<file path="src/rtl/rf_write_arbiter_pkg.sv">
`default_nettype none
// +--------------------------------------------------------------------+
// | Package : rf_write_arbiter_pkg                                     |
// | Purpose : Shared types and constants for the register-file write   |
// |           arbiter and its long-latency result buffer.              |
// | Contents: reg_idx_t     - architectural register index             |
// |           lu_result_t   - buffered long-latency result {rd, data}  |
// |           grant_src_e   - source owning the write port this cycle  |
// |           STARVE_LIMIT_DEFAULT - default forced-drain threshold     |
// | Revision: 1.0 - initial release                                    |
// +--------------------------------------------------------------------+
package rf_write_arbiter_pkg;

   localparam int REG_IDX_W            = 5;
   localparam int STARVE_LIMIT_DEFAULT = 4;

   typedef logic [REG_IDX_W-1:0] reg_idx_t;

   typedef struct packed {
      reg_idx_t    rd;
      logic [31:0] data;
   } lu_result_t;

   typedef enum logic [1:0] {
      GNT_NONE   = 2'd0,
      GNT_FIFO   = 2'd1,
      GNT_WB     = 2'd2,
      GNT_BYPASS = 2'd3
   } grant_src_e;

endpackage : rf_write_arbiter_pkg
`default_nettype wire

</file>
<file path="src/rtl/rf_result_fifo.sv">
`default_nettype none
// +--------------------------------------------------------------------+
// | Module  : rf_result_fifo                                           |
// | Purpose : Small circular buffer holding long-latency results until |
// |           the register-file write port becomes free.              |
// | Ports   : clk_i, rst_i (sync, active-low)                          |
// |           push_i/data_i  - enqueue a result                        |
// |           pop_i/head_o   - dequeue / oldest entry                  |
// |           full_o, empty_o, count_o - occupancy status              |
// | Revision: 1.0 - initial release                                    |
// +--------------------------------------------------------------------+
module rf_result_fifo
   import rf_write_arbiter_pkg::*;
#(
   parameter int DEPTH = 2
) (
   input  logic                   clk_i,
   input  logic                   rst_i,
   input  logic                   push_i,
   input  lu_result_t             data_i,
   input  logic                   pop_i,
   output lu_result_t             head_o,
   output logic                   full_o,
   output logic                   empty_o,
   output logic [$clog2(DEPTH):0] count_o
);

   localparam int AW = $clog2(DEPTH);

   lu_result_t    mem_q [DEPTH];
   logic [AW-1:0] wr_ptr_q;
   logic [AW-1:0] rd_ptr_q;
   logic [AW:0]   count_q;
   logic          push_ok;
   logic          pop_ok;

   assign full_o  = (count_q == (AW+1)'(DEPTH));
   assign empty_o = (count_q == '0);
   assign count_o = count_q;
   assign head_o  = mem_q[rd_ptr_q];

   // A push while full is only legal when the head leaves in the same cycle.
   assign push_ok = push_i && (!full_o || pop_i);
   assign pop_ok  = pop_i && !empty_o;

   always_ff @(posedge clk_i) begin
      if (!rst_i) begin
         wr_ptr_q <= '0;
         rd_ptr_q <= '0;
         count_q  <= '0;
      end else begin
         if (push_ok) wr_ptr_q <= wr_ptr_q + AW'(1);
         if (pop_ok)  rd_ptr_q <= rd_ptr_q + AW'(1);
         case ({push_ok, pop_ok})
            2'b10:   count_q <= count_q + (AW+1)'(1);
            2'b01:   count_q <= count_q - (AW+1)'(1);
            default: count_q <= count_q;
         endcase
      end
   end

   // Storage carries no reset; validity is tracked by the pointers.
   always_ff @(posedge clk_i) begin
      if (push_ok) mem_q[wr_ptr_q] <= data_i;
   end

endmodule : rf_result_fifo
`default_nettype wire

</file>
<file path="src/rtl/rf_write_arbiter.sv">
`default_nettype none
// +--------------------------------------------------------------------+
// | Module  : rf_write_arbiter                                         |
// | Purpose : Shares the single register-file write port between the   |
// |           MEM_WB writeback and an out-of-order long-latency unit,  |
// |           tracks pending destinations and raises ID hazard stalls. |
// | Ports   : clk_i, rst_i (sync, active-low)                          |
// |           wb_*_i        - pipeline writeback request               |
// |           lu_issue*_i   - long-latency op leaving ID               |
// |           lu_*_i/lu_ready_o - long-latency result handshake        |
// |           rs1_i, rs2_i, id_we_i, id_rd_i - ID-stage operands       |
// |           rf_*_o        - register-file write port                 |
// |           hazard_stall_o, drain_stall_o - pipeline control         |
// |           pending_o, fifo_count_o       - debug visibility         |
// | Revision: 1.0 - initial release                                    |
// +--------------------------------------------------------------------+
module rf_write_arbiter
   import rf_write_arbiter_pkg::*;
#(
   parameter int FIFO_DEPTH   = 2,
   parameter int STARVE_LIMIT = STARVE_LIMIT_DEFAULT
) (
   input  logic                        clk_i,
   input  logic                        rst_i,
   input  logic                        wb_we_i,
   input  reg_idx_t                    wb_rd_i,
   input  logic [31:0]                 wb_data_i,
   input  logic                        lu_issue_i,
   input  reg_idx_t                    lu_issue_rd_i,
   input  logic                        lu_valid_i,
   input  reg_idx_t                    lu_rd_i,
   input  logic [31:0]                 lu_data_i,
   output logic                        lu_ready_o,
   input  reg_idx_t                    rs1_i,
   input  reg_idx_t                    rs2_i,
   input  logic                        id_we_i,
   input  reg_idx_t                    id_rd_i,
   output logic                        rf_we_o,
   output reg_idx_t                    rf_rd_o,
   output logic [31:0]                 rf_wdata_o,
   output logic                        hazard_stall_o,
   output logic                        drain_stall_o,
   output logic [31:0]                 pending_o,
   output logic [$clog2(FIFO_DEPTH):0] fifo_count_o
);

   localparam int AGE_W = $clog2(STARVE_LIMIT) + 1;

   lu_result_t                  fifo_head;
   lu_result_t                  lu_result;
   logic                        fifo_full;
   logic                        fifo_empty;
   logic [$clog2(FIFO_DEPTH):0] fifo_count;
   logic                        fifo_push;
   logic                        fifo_pop;
   logic                        wb_req;
   logic                        lu_wr;
   grant_src_e                  grant_src;

   logic [31:0]      pending_q, pending_d;
   logic [AGE_W-1:0] age_q, age_d;
   logic             drain_stall_q, drain_stall_d;

   assign lu_result = '{rd: lu_rd_i, data: lu_data_i};

   rf_result_fifo #(
      .DEPTH   (FIFO_DEPTH)
   ) u_fifo (
      .clk_i   (clk_i),
      .rst_i   (rst_i),
      .push_i  (fifo_push),
      .data_i  (lu_result),
      .pop_i   (fifo_pop),
      .head_o  (fifo_head),
      .full_o  (fifo_full),
      .empty_o (fifo_empty),
      .count_o (fifo_count)
   );

   // A writeback to x0 is architecturally a no-op, so it never claims the port.
   assign wb_req     = wb_we_i && (wb_rd_i != '0);
   // No look-ahead on a same-cycle pop: readiness depends on occupancy only.
   assign lu_ready_o = rst_i && !fifo_full;

   always_comb begin
      grant_src = GNT_NONE;
      if (rst_i) begin
         if (drain_stall_q && !fifo_empty)   grant_src = GNT_FIFO;
         else if (wb_req)                    grant_src = GNT_WB;
         else if (!fifo_empty)               grant_src = GNT_FIFO;
         else if (lu_valid_i && lu_ready_o)  grant_src = GNT_BYPASS;
      end
   end

   always_comb begin
      rf_we_o    = 1'b0;
      rf_rd_o    = '0;
      rf_wdata_o = '0;
      case (grant_src)
         GNT_FIFO: begin
            rf_we_o    = 1'b1;
            rf_rd_o    = fifo_head.rd;
            rf_wdata_o = fifo_head.data;
         end
         GNT_WB: begin
            rf_we_o    = 1'b1;
            rf_rd_o    = wb_rd_i;
            rf_wdata_o = wb_data_i;
         end
         GNT_BYPASS: begin
            rf_we_o    = 1'b1;
            rf_rd_o    = lu_rd_i;
            rf_wdata_o = lu_data_i;
         end
         default: begin
            rf_we_o    = 1'b0;
         end
      endcase
   end

   assign fifo_pop  = (grant_src == GNT_FIFO);
   // A bypassed result goes straight to the port and must not also be queued.
   assign fifo_push = lu_valid_i && lu_ready_o && (grant_src != GNT_BYPASS);
   assign lu_wr     = (grant_src == GNT_FIFO) || (grant_src == GNT_BYPASS);

   // Clear first, then set, so an issue to the same index in the same cycle wins.
   always_comb begin
      pending_d = pending_q;
      if (lu_wr) pending_d[rf_rd_o] = 1'b0;
      if (lu_issue_i && (lu_issue_rd_i != '0)) pending_d[lu_issue_rd_i] = 1'b1;
      pending_d[0] = 1'b0;
   end

   // Age counts cycles the head sits un-granted; any pop restarts it.
   always_comb begin
      if (fifo_pop || fifo_empty) age_d = '0;
      else                        age_d = age_q + AGE_W'(1);
      drain_stall_d = !fifo_empty && !fifo_pop &&
                      (age_d == AGE_W'(STARVE_LIMIT - 1));
   end

   always_ff @(posedge clk_i) begin
      if (!rst_i) begin
         pending_q     <= '0;
         age_q         <= '0;
         drain_stall_q <= 1'b0;
      end else begin
         pending_q     <= pending_d;
         age_q         <= age_d;
         drain_stall_q <= drain_stall_d;
      end
   end

   // Stall is taken from the registered scoreboard, so it stays high through
   // the cycle the releasing write is presented and drops once the register
   // file already holds the value: ID can use a plain read.
   always_comb begin
      hazard_stall_o = rst_i &&
                       ((pending_q[rs1_i] && (rs1_i != '0)) ||
                        (pending_q[rs2_i] && (rs2_i != '0)) ||
                        (id_we_i && pending_q[id_rd_i]));
   end

   assign drain_stall_o = drain_stall_q;
   assign pending_o     = pending_q;
   assign fifo_count_o  = fifo_count;

   // The pipeline must free the port while a forced drain is signalled.
   a_no_wb_during_drain : assert property (@(posedge clk_i) disable iff (!rst_i)
      !(drain_stall_q && wb_we_i));

   // Re-issuing to a pending register is illegal unless its result is
   // being written in this very cycle.
   a_no_issue_to_pending : assert property (@(posedge clk_i) disable iff (!rst_i)
      !(lu_issue_i && (lu_issue_rd_i != '0) && pending_q[lu_issue_rd_i] &&
        !(lu_wr && (rf_rd_o == lu_issue_rd_i))));

endmodule : rf_write_arbiter
`default_nettype wire

</file>
<file path="config.mk">
export PLATFORM = sky130hd
export DESIGN_NAME = rf_write_arbiter
export DESIGN_NICKNAME = d
export VERILOG_FILES = /design/src/rtl/rf_write_arbiter_pkg.sv /design/src/rtl/rf_result_fifo.sv /design/src/rtl/rf_write_arbiter.sv
export SDC_FILE = /design/constraint.sdc
export NUM_CORES = 1
export LEC_CHECK = 0
export BUFFER_PORTS_ARGS = -buffer_cell sky130_fd_sc_hd__buf_2
export CORE_ASPECT_RATIO = 0.9
export CORE_MARGIN = 8
export CORE_UTILIZATION = 57
export DETAILED_ROUTE_END_ITERATION = 8
export PLACE_DENSITY = 0.86
export SLEW_MARGIN = 15
export SYNTH_ARGS = -nofsm -noshare
export SYNTH_HDL_FRONTEND = slang
export SYNTH_HIERARCHICAL = 1
export SYNTH_SLANG_ARGS = --single-unit
</file>
<file path="constraint.sdc">
create_clock -name clk_i -period 9.76 [get_ports clk_i]
set_input_delay 2.44 -clock clk_i [delete_from_list [all_inputs] [get_ports clk_i]]
set_output_delay 2.44 -clock clk_i [all_outputs]
set_load 0.02 [all_outputs]
</file>
==> impl_metrics.json, run 1 <==
{
  "grt_max_degree": 43,
  "ant_nets": 0,
  "critPathCaptureType": "output pin",
  "nFillCells": 787,
  "dieHeight_um": 117,
  "synth.net_count": 694,
  "finalCriticalPeriod_ps": 7660,
  "post_cts_buffers": 0,
  "fmax_mhz": 131,
  "ctsHoldBuffers": 0,
  "cp.required_ps": 7320,
  "slowest_delay_ps": 500,
  "nets": 852,
  "power_leakage_nw": 3.29,
  "tns_ps": 0,
  "maxCapViolations": 0,
  "synth_warnings": 6,
  "syn-mean-instance-area_um2": 11.0,
  "cp.arrival_ps": 5220,
  "io_buffers": 173,
  "ys_ff_latch": 114,
  "pre_cts_ws_ps": 2040,
  "gp_congestion": 0.942,
  "post-dp-hpwl_um": 13400,
  "slowest_stage": "inv_1",
  "rsz0062_at_grt": "no",
  "synthFlopType": "edfxtp_1",
  "track_usage": 0.250,
  "synth.most_common_cell": "nand2_1",
  "fin_util": 0.712,
  "cts_max_level": 4,
  "post_cts_resized": 0,
  "critPathKind": "primary input to output pin",
  "grt_pass1_wl_um": 29300,
  "seq_area_frac_synth": 0.466,
  "finalClockSkew_ps": 8.08,
  "crit_fanout": 31,
  "max-vdd-ir-drop_mv": 0.115,
  "ios": 175,
  "grt_pass1_vias": 5956,
  "area_growth_pct": 23.5,
  "antenna_cells": 0,
  "root_buffer": "clkbuf_16",
  "synth.top_cell.area_share": 0.343,
  "hold_violations": 0,
  "die_w_um": 128,
  "dr.pass1.iters": 6,
  "synthTopCellsByCount": "nand2_1, edfxtp_1, o21ai_0, mux2i_1",
  "fin_crit_sh": 0.785,
  "cts_max_path_buffers": 2,
  "synth.distinct_cells": 66,
  "status": "completed",
  "layout-drive-gt1-share": 0.376,
  "hold_class": "flip-flop to flip-flop",
  "post-route-drc-count": 0,
  "detail_route.wl_per_cell_um": 20.4,
  "synthesis.area_um2": 6480,
  "num_vias": 5711,
  "cts_tree": "built",
  "clk_latency_ps": 410,
  "max-slew-margin-rel": 0.267,
  "start_util": 0.576,
  "yosys.area.top_type": "edfxtp_1",
  "worst_slew_pin_slew_ps": 1100,
  "cellPowerDensity_nw_per_um2": 167,
  "crit_family": "buffers and inverters",
  "netlist_instances": 592,
  "slew_viol_final": 0,
  "rows": 37,
  "hold_slack_ps": 451,
  "synth_area_leaders": "edfxtp_1, dfxtp_1, mux4_2",
  "grt_antenna_before_repair": 0,
  "finalWirelength_um": 18800,
  "fin_ws_ps": 2100,
  "clock-sinks": 114,
  "setup_viol": 0,
  "total_power_mw": 1.34,
  "startpoint_type": "primary input",
  "numCtsBuffers": 17,
  "cts.reportedPaths.clkPinSlew_ps": 60,
  "overflow": 0,
  "vias_per_cell": 6.21,
  "crit_path_cell_trace": "buf_2 > inv_2 > nor2_1 > o21ai_0 > inv_1 > buf_4 > nand2_1 > o21ai_0 > buf_2",
  "die_area_um2": 15100,
  "synth_edf_count": 74,
  "core_area_um2": 11200,
  "drtIter0Drc": 625,
  "cp_num_buf_inv": 5,
  "async_flop_share": 0
}
path summary, 6_finish.rpt:
check | start | end | slack [ps] | depth (start not counted)
max | rst_i | rf_rd_o[2] | 2100 | 9
min | age_q[0]$_SDFF_PN0_ | age_q[0]$_SDFF_PN0_ | 450 | 1
max reg2reg | u_fifo/count_o[0]$_SDFFE_PN0P_ | pending_o[8]$_SDFF_PN0_ | 6660 | 7
min reg2reg | age_q[0]$_SDFF_PN0_ | age_q[0]$_SDFF_PN0_ | 450 | 1
cells in the final DEF (no fill, tap or decap), types with 8 or more instances in the layout:
| cell type | synthesis | layout |
|---|---|---|
| a21oi_1 | 27 | 27 |
| a311oi_1 | 8 | 8 |
| buf_2 | 12 | 173 |
| clkbuf_16 | 0 | 17 |
| dfxtp_1 | 40 | 40 |
| edfxtp_1 | 74 | 74 |
| mux2_2 | 40 | 40 |
| mux2i_1 | 46 | 46 |
| mux4_2 | 23 | 23 |
| nand2_1 | 79 | 79 |
| nand3_1 | 11 | 10 |
| nor2_1 | 39 | 37 |
| nor2b_1 | 12 | 12 |
| o21ai_0 | 57 | 57 |
report_power, final:
part           total, mW  switching, mW  internal (mW)
registers          0.532        0.00574          0.526
logic              0.182          0.115         0.0665
clock network      0.628          0.243          0.385
cells by family (layout without fill, tap and decap cells):
family,count (synthesis),after routing,synth area share
flops,114,114,0.466
compound gates,136,136,0.137
xor+xnor,4,4,0.00540
fa+ha+maj,2,2,0.00386
other cells,1,1,0.000578
mux,112,112,0.228
simple gates,179,179,0.128
buf+inv,44,215,0.0318
layer usage:
metal,GRT usage,up-vias,wire (um)
li1,-,2565,-
met1,0.278,2705,6970
met2,0.436,375,9470
met3,0.0752,66,1780
met4,0.114,0,578
met5,0,-,0
per-stage QoR:
step,instance area (um^2),instances
2_1_floorplan,6480,592
3_3_place_gp,7400,887
3_5_place_dp,7400,887
4_1_cts,8000,919
5_1_grt,8010,919
6_report,8010,919
state kept, by name, indices dropped and copies added (netlist names), named ones only:
| signal | count |
|---|---|
| u_fifo/mem_q | 74 |
| pending_o | 31 |
| age_q | 3 |
| u_fifo/count_o | 2 |
| drain_stall_o | 1 |
| u_fifo/rd_ptr_q | 1 |
| u_fifo/wr_ptr_q | 1 |
layout make-up:
class / count / area (um^2) / share of cell area
clock buffer: 18 / 429 / 0.0536
clock inverter: 14 / 169 / 0.0211
inverter: 8 / 30.0 / 0.00375
multi-input combinational: 434 / 3280 / 0.410
sequential: 114 / 3020 / 0.377
tap: 156 / 195 / 0.0244
timing repair buffer: 175 / 881 / 0.110
Note: power is estimated with default switching activity, not from simulation.
==> inputs of run 2 (changes only) <==
--- a/config.mk
+++ b/config.mk
@@ -8,9 +8,9 @@
 export BUFFER_PORTS_ARGS = -buffer_cell sky130_fd_sc_hd__buf_2
 export CORE_ASPECT_RATIO = 0.9
 export CORE_MARGIN = 8
-export CORE_UTILIZATION = 57
+export CORE_UTILIZATION = 53
 export DETAILED_ROUTE_END_ITERATION = 8
-export PLACE_DENSITY = 0.86
+export PLACE_DENSITY = 0.8
 export SLEW_MARGIN = 15
 export SYNTH_ARGS = -nofsm -noshare
 export SYNTH_HDL_FRONTEND = slang
==> constraint.sdc (replaced) <==
create_clock -name clk_i -period 7.1 [get_ports clk_i]
set_input_delay 1.775 -clock clk_i [delete_from_list [all_inputs] [get_ports clk_i]]
set_output_delay 1.775 -clock clk_i [all_outputs]
set_load 0.02 [all_outputs]
==> run 2 against run 1 <==
  * Final cell count grew 0.54%
  * Largest power group unchanged
  * Utilization fell by 4.2 points
  * Die area is 6.5% higher
  * Critical endpoint is now rf_rd_o[4]
  * Non-clock buffer count rose by 1
  * First-iteration DRC count is 15% lower
  * Highest routed layer unchanged
  * Via count shrank 1.6%
  * Power is 39% higher
  * Register-to-register slack lost 2600 ps
==> impl_metrics.json, run 2 (synthesized netlist as in run 1, its figures left out) <==
{
  "status": "completed",
  "use_met1": 0.264,
  "cts.reportedPaths.clkPinSlew_ps": 50,
  "area_growth_pct": 23.9,
  "startpoint_type": "primary input",
  "critPathKind": "primary input to output pin",
  "gp_congestion": 0.930,
  "cts_max_level": 4,
  "grt_max_degree": 41,
  "slew_viol_final": 0,
  "grt_pass1_wl_um": 29400,
  "post_cts_resized": 0,
  "antenna_cells": 0,
  "power.switching_mw": 0.468,
  "die_area_um2": 16000,
  "vias_per_cell": 6.08,
  "post-dp-hpwl_um": 13300,
  "seq_power_share": 0.392,
  "dr.pass1.iters": 5,
  "cts_max_path_buffers": 2,
  "fmax_mhz": 169,
  "hold_class": "flip-flop to flip-flop",
  "track_usage": 0.229,
  "ios": 175,
  "max-vdd-ir-drop_mv": 0.190,
  "post-route-drc-count": 0,
  "crit_fanout": 40,
  "num_vias": 5617,
  "rsz0062_at_grt": "no",
  "overflow": 0,
  "cp.required_ps": 5330,
  "clock-sinks": 114,
  "die_w_um": 133,
  "pwr-share-comb": 0.133,
  "dieHeight_um": 121,
  "grt-busiest-layer": "met2",
  "grt_pass1_vias": 5844,
  "clkPwrFrac": 0.475,
  "stdcell_area_um2": 8030,
  "numCtsBuffers": 17,
  "finalCriticalPeriod_ps": 5910,
  "place_area_um2": 7420,
  "setup_viol": 0,
  "power_leakage_nw": 3.30,
  "critPathCaptureType": "output pin",
  "cp.arrival_ps": 4140,
  "finalClockSkew_ps": 5.06,
  "grt_use_met3": 0.0629,
  "core_area_um2": 12000,
  "finalWirelength_um": 18600,
  "layout_commonest_cell": "buf_2",
  "cts_tree": "built",
  "maxCapViolations": 0,
  "drtIter0Drc": 531,
  "layout-drive-gt1-share": 0.374,
  "detail_route.wl_per_cell_um": 20.1,
  "cellPowerDensity_nw_per_um2": 233,
  "mostFrequentLayoutCells": "buf_2, nand2_1, edfxtp_1",
  "tns_ps": 0,
  "largest_register_ffs": 74,
  "post_cts_buffers": 0,
  "start_util": 0.541,
  "grt_use_met2": 0.397,
  "worst_slew_pin_slew_ps": 1120,
  "nets": 853,
  "root_buffer": "clkbuf_16",
  "rows": 38,
  "ant_nets": 0,
  "hold_violations": 0,
  "fin_crit_sh": 0.833,
  "grt_antenna_before_repair": 0,
  "io_buffers": 173,
  "internal_power_mw": 1.40,
  "switching_share": 0.251,
  "clk_latency_ps": 410,
  "regMostFlops": "u_fifo/mem_q",
  "max-slew-margin-rel": 0.253,
  "ctsHoldBuffers": 0
}
[run 2: cell count changes in the layout (fill, tap and decap cells not counted), sizes merged]
| cell | previous run | this run |
|---|---|---|
| inv | 16 | 11 |
| clkinv | 3 | 4 |
| bufinv | 2 | 4 |
| buf | 175 | 176 |
| clkinvlp | 1 | 3 |
[run 2: metal layers]
layer	wire, um	vias up	part of all wire
met5	0	-	0
li1	-	2558	-
met4	448	0	0.024
met3	1570	51	0.084
met1	7170	2678	0.39
met2	9410	330	0.51
[run 2: final cells by class]
class / instances / area (um^2)
clock buffer: 18 / 429
tap: 160 / 200
inverter: 8 / 30.0
timing repair buffer: 176 / 888
clock inverter: 14 / 185
multi-input combinational: 434 / 3280
fill: 899 / 3950
sequential: 114 / 3020
[run 2: worst paths after layout]
kind | startpoint | endpoint | slack [ps] | cells after the start
setup / recovery | rst_i | rf_rd_o[4] | 1190 | 9
setup reg to reg | u_fifo/count_o[0]$_SDFFE_PN0P_ | u_fifo/mem_q[0][16]$_DFFE_PP_ | 4030 | 7
hold reg to reg | age_q[0]$_SDFF_PN0_ | age_q[0]$_SDFF_PN0_ | 440 | 1
hold / removal | age_q[0]$_SDFF_PN0_ | age_q[0]$_SDFF_PN0_ | 440 | 1
[run 2: power groups by stage]
stage	registers [mW]	logic (mW)	clock network (mW)
after floorplan	0.746	0.152	0
after global placement	0.744	0.238	0
after detailed placement	0.745	0.246	0
after CTS	0.732	0.248	0.893
after global routing	0.733	0.266	0.930
final	0.732	0.248	0.888
[run 2: critical path: stages]
cell	delay [ps]
buf_2	460
inv_2	390
nor2_1	250
o21ai_0	240
inv_1	110
buf_4	390
nand2_1	140
o21ai_0	140
buf_2	230
[run 2: metrics by stage]
stage	power [mW]	cells	worst slack [ps]	utilization	hold WS [ps]
after floorplan	0.897	592	1590	-	411
after global placement	0.982	892	1390	0.619	424
after detailed placement	0.991	892	1250	0.619	434
after CTS	1.87	924	1220	0.670	442
after global routing	1.93	924	967	0.670	477
final	1.87	924	1190	0.670	436
==> inputs of run 3 (changes only) <==
==> constraint.sdc (replaced) <==
create_clock -name clk_i -period 5.55 [get_ports clk_i]
set_input_delay 1.3875 -clock clk_i [delete_from_list [all_inputs] [get_ports clk_i]]
set_output_delay 1.3875 -clock clk_i [all_outputs]
set_load 0.02 [all_outputs]
==> run 3 against run 2 <==
  * Cell area hardly changed
  * Via count is 0.23% higher
  * Power rose by 24%
  * Wire length grew 1.5%
  * Critical path depth fell by 2
  * Die area is the same
  * Hold slack better by 27 ps
  * Sequential power up 28%
  * Highest routed layer unchanged
==> impl_metrics.json, run 3 (synthesized netlist as in run 1, its figures left out) <==
{
  "max-vdd-ir-drop_mv": 0.200,
  "reg2reg_slack_ps": 2620,
  "r2r_end": "pending_o[16]$_SDFF_PN0_",
  "pwr-share-comb": 0.140,
  "mostFrequentLayoutCells": "buf_2, nand2_1, edfxtp_1",
  "crit_family": "compound AO/OA/AOI/OAI gates",
  "track_usage": 0.228,
  "max-slew-margin-rel": 0.382,
  "crit_fanout": 23,
  "cts_max_path_buffers": 2,
  "fin_util": 0.671,
  "cp.arrival_ps": 3510,
  "setup_viol": 0,
  "rsz0062_at_grt": "no",
  "clock-sinks": 114,
  "start_util": 0.541,
  "post_cts_buffers": 0,
  "hold_class": "flip-flop to flip-flop",
  "hold_start": "age_q[0]$_SDFF_PN0_",
  "dpl.cell_count": 897,
  "cellPowerDensity_nw_per_um2": 287,
  "slowest_delay_ps": 560,
  "stdcell_area_um2": 8040,
  "fin_crit_sh": 0.882,
  "switching_share": 0.262,
  "finalCriticalPeriod_ps": 4900,
  "critPathKind": "primary input to output pin",
  "post-dp-hpwl_um": 13700,
  "root_buffer": "clkbuf_16",
  "slew_viol_final": 0,
  "slowest_stage": "or4_4",
  "grt_antenna_before_repair": 0,
  "clkPwrFrac": 0.456,
  "clk_latency_ps": 410,
  "regMostFlops": "u_fifo/mem_q",
  "tns_ps": 0,
  "startpoint_type": "primary input",
  "fin_cells": 929,
  "ios": 175,
  "worst_slew_pin_slew_ps": 927,
  "die_w_um": 133,
  "r2r_start": "u_fifo/count_o[0]$_SDFFE_PN0P_",
  "worstRegToRegCells": 7,
  "layout_commonest_cell": "buf_2",
  "layout-drive-gt1-share": 0.380,
  "cts_max_level": 4,
  "dieHeight_um": 121,
  "io_buffers": 173,
  "seq_power_share": 0.405,
  "cp.required_ps": 4160,
  "grt_pass1_vias": 5793,
  "area_growth_pct": 24.0,
  "power_leakage_nw": 3.30,
  "grt_pass1_wl_um": 29300,
  "numCtsBuffers": 17,
  "power.switching_mw": 0.606,
  "post_cts_resized": 0,
  "cts_tree": "built",
  "cpMostUsedCell": "buf_2",
  "detail_route.wl_per_cell_um": 20.3,
  "total_power_mw": 2.31,
  "internal_power_mw": 1.70,
  "overflow": 0,
  "fmax_mhz": 204,
  "dr.pass1.iters": 8,
  "largest_register_ffs": 74,
  "status": "completed",
  "maxCapViolations": 0,
  "worstHoldPathCells": 1,
  "num_vias": 5630,
  "nets": 858,
  "die_area_um2": 16000,
  "core_area_um2": 12000,
  "hold_end": "age_q[0]$_SDFF_PN0_",
  "finalWirelength_um": 18900,
  "post-route-drc-count": 0,
  "ctsHoldBuffers": 0,
  "grt_max_degree": 41,
  "critPathCaptureType": "output pin",
  "cp_num_buf_inv": 3,
  "ant_nets": 0,
  "vias_per_cell": 6.06,
  "cts.reportedPaths.clkPinSlew_ps": 50,
  "place_area_um2": 7470,
  "crit_path_cell_trace": "buf_2 > or4_4 > o211a_1 > a21oi_4 > buf_4 > o21ai_0 > buf_2",
  "drtIter0Drc": 624,
  "antenna_cells": 0,
  "hold_violations": 0,
  "rows": 38,
  "gp_congestion": 0.959,
  "finalClockSkew_ps": 6.20
}
run 3: changes by cell type in the layout (fill, tap and decap cells not counted), moves of 2 or more:
cell / change
clkinv_2: +2
buf_4: +4
clkinv_4: +2
inv_6: -3
clkinv_1: -2
bufinv_16: -2
run 3: power by group through the flow:
stage               sequential [mW]  combinational, mW  clock, mW
floorplan                     0.954              0.194          0
global placement              0.951              0.311          0
detailed placement            0.953              0.319          0
CTS                           0.935              0.321       1.06
global route                  0.937              0.345       1.10
finish                        0.936              0.322       1.05
run 3: worst max path at each step:
stage,from,cells past startpoint,slack [ps],end
floorplan,wb_rd_i[0],8,580,u_fifo/mem_q[0][0]$_DFFE_PP_
global placement,wb_rd_i[0],8,720,rf_rd_o[0]
detailed placement,wb_rd_i[4],7,700,rf_wdata_o[23]
CTS,wb_rd_i[4],7,690,rf_wdata_o[23]
global route,wb_rd_i[4],9,520,rf_rd_o[4]
finish,wb_rd_i[4],7,650,rf_wdata_o[15]
run 3: metal layers:
layer	vias to the layer above	share of wire	track usage	wire length (um)
met1	2670	0.40	0.264	7480
met4	0	0.031	0.114	583
met5	-	0	0	0
li1	2576	-	-	-
met2	321	0.49	0.386	9310
met3	63	0.080	0.0588	1500
run 3: final cells by class:
cell class                 count  area [um^2]
fill                         923         3940
multi-input combinational    434         3280
sequential                   114         3020
timing repair buffer         181          938
clock buffer                  19          433
tap                          160          200
clock inverter                13          138
inverter                       8         30.0
run 3: stage by stage:
step	hold slack (ps)	worst slack, ps
global placement	425	722
global route	496	525
CTS	467	690
floorplan	411	584
finish	463	654
detailed placement	459	698
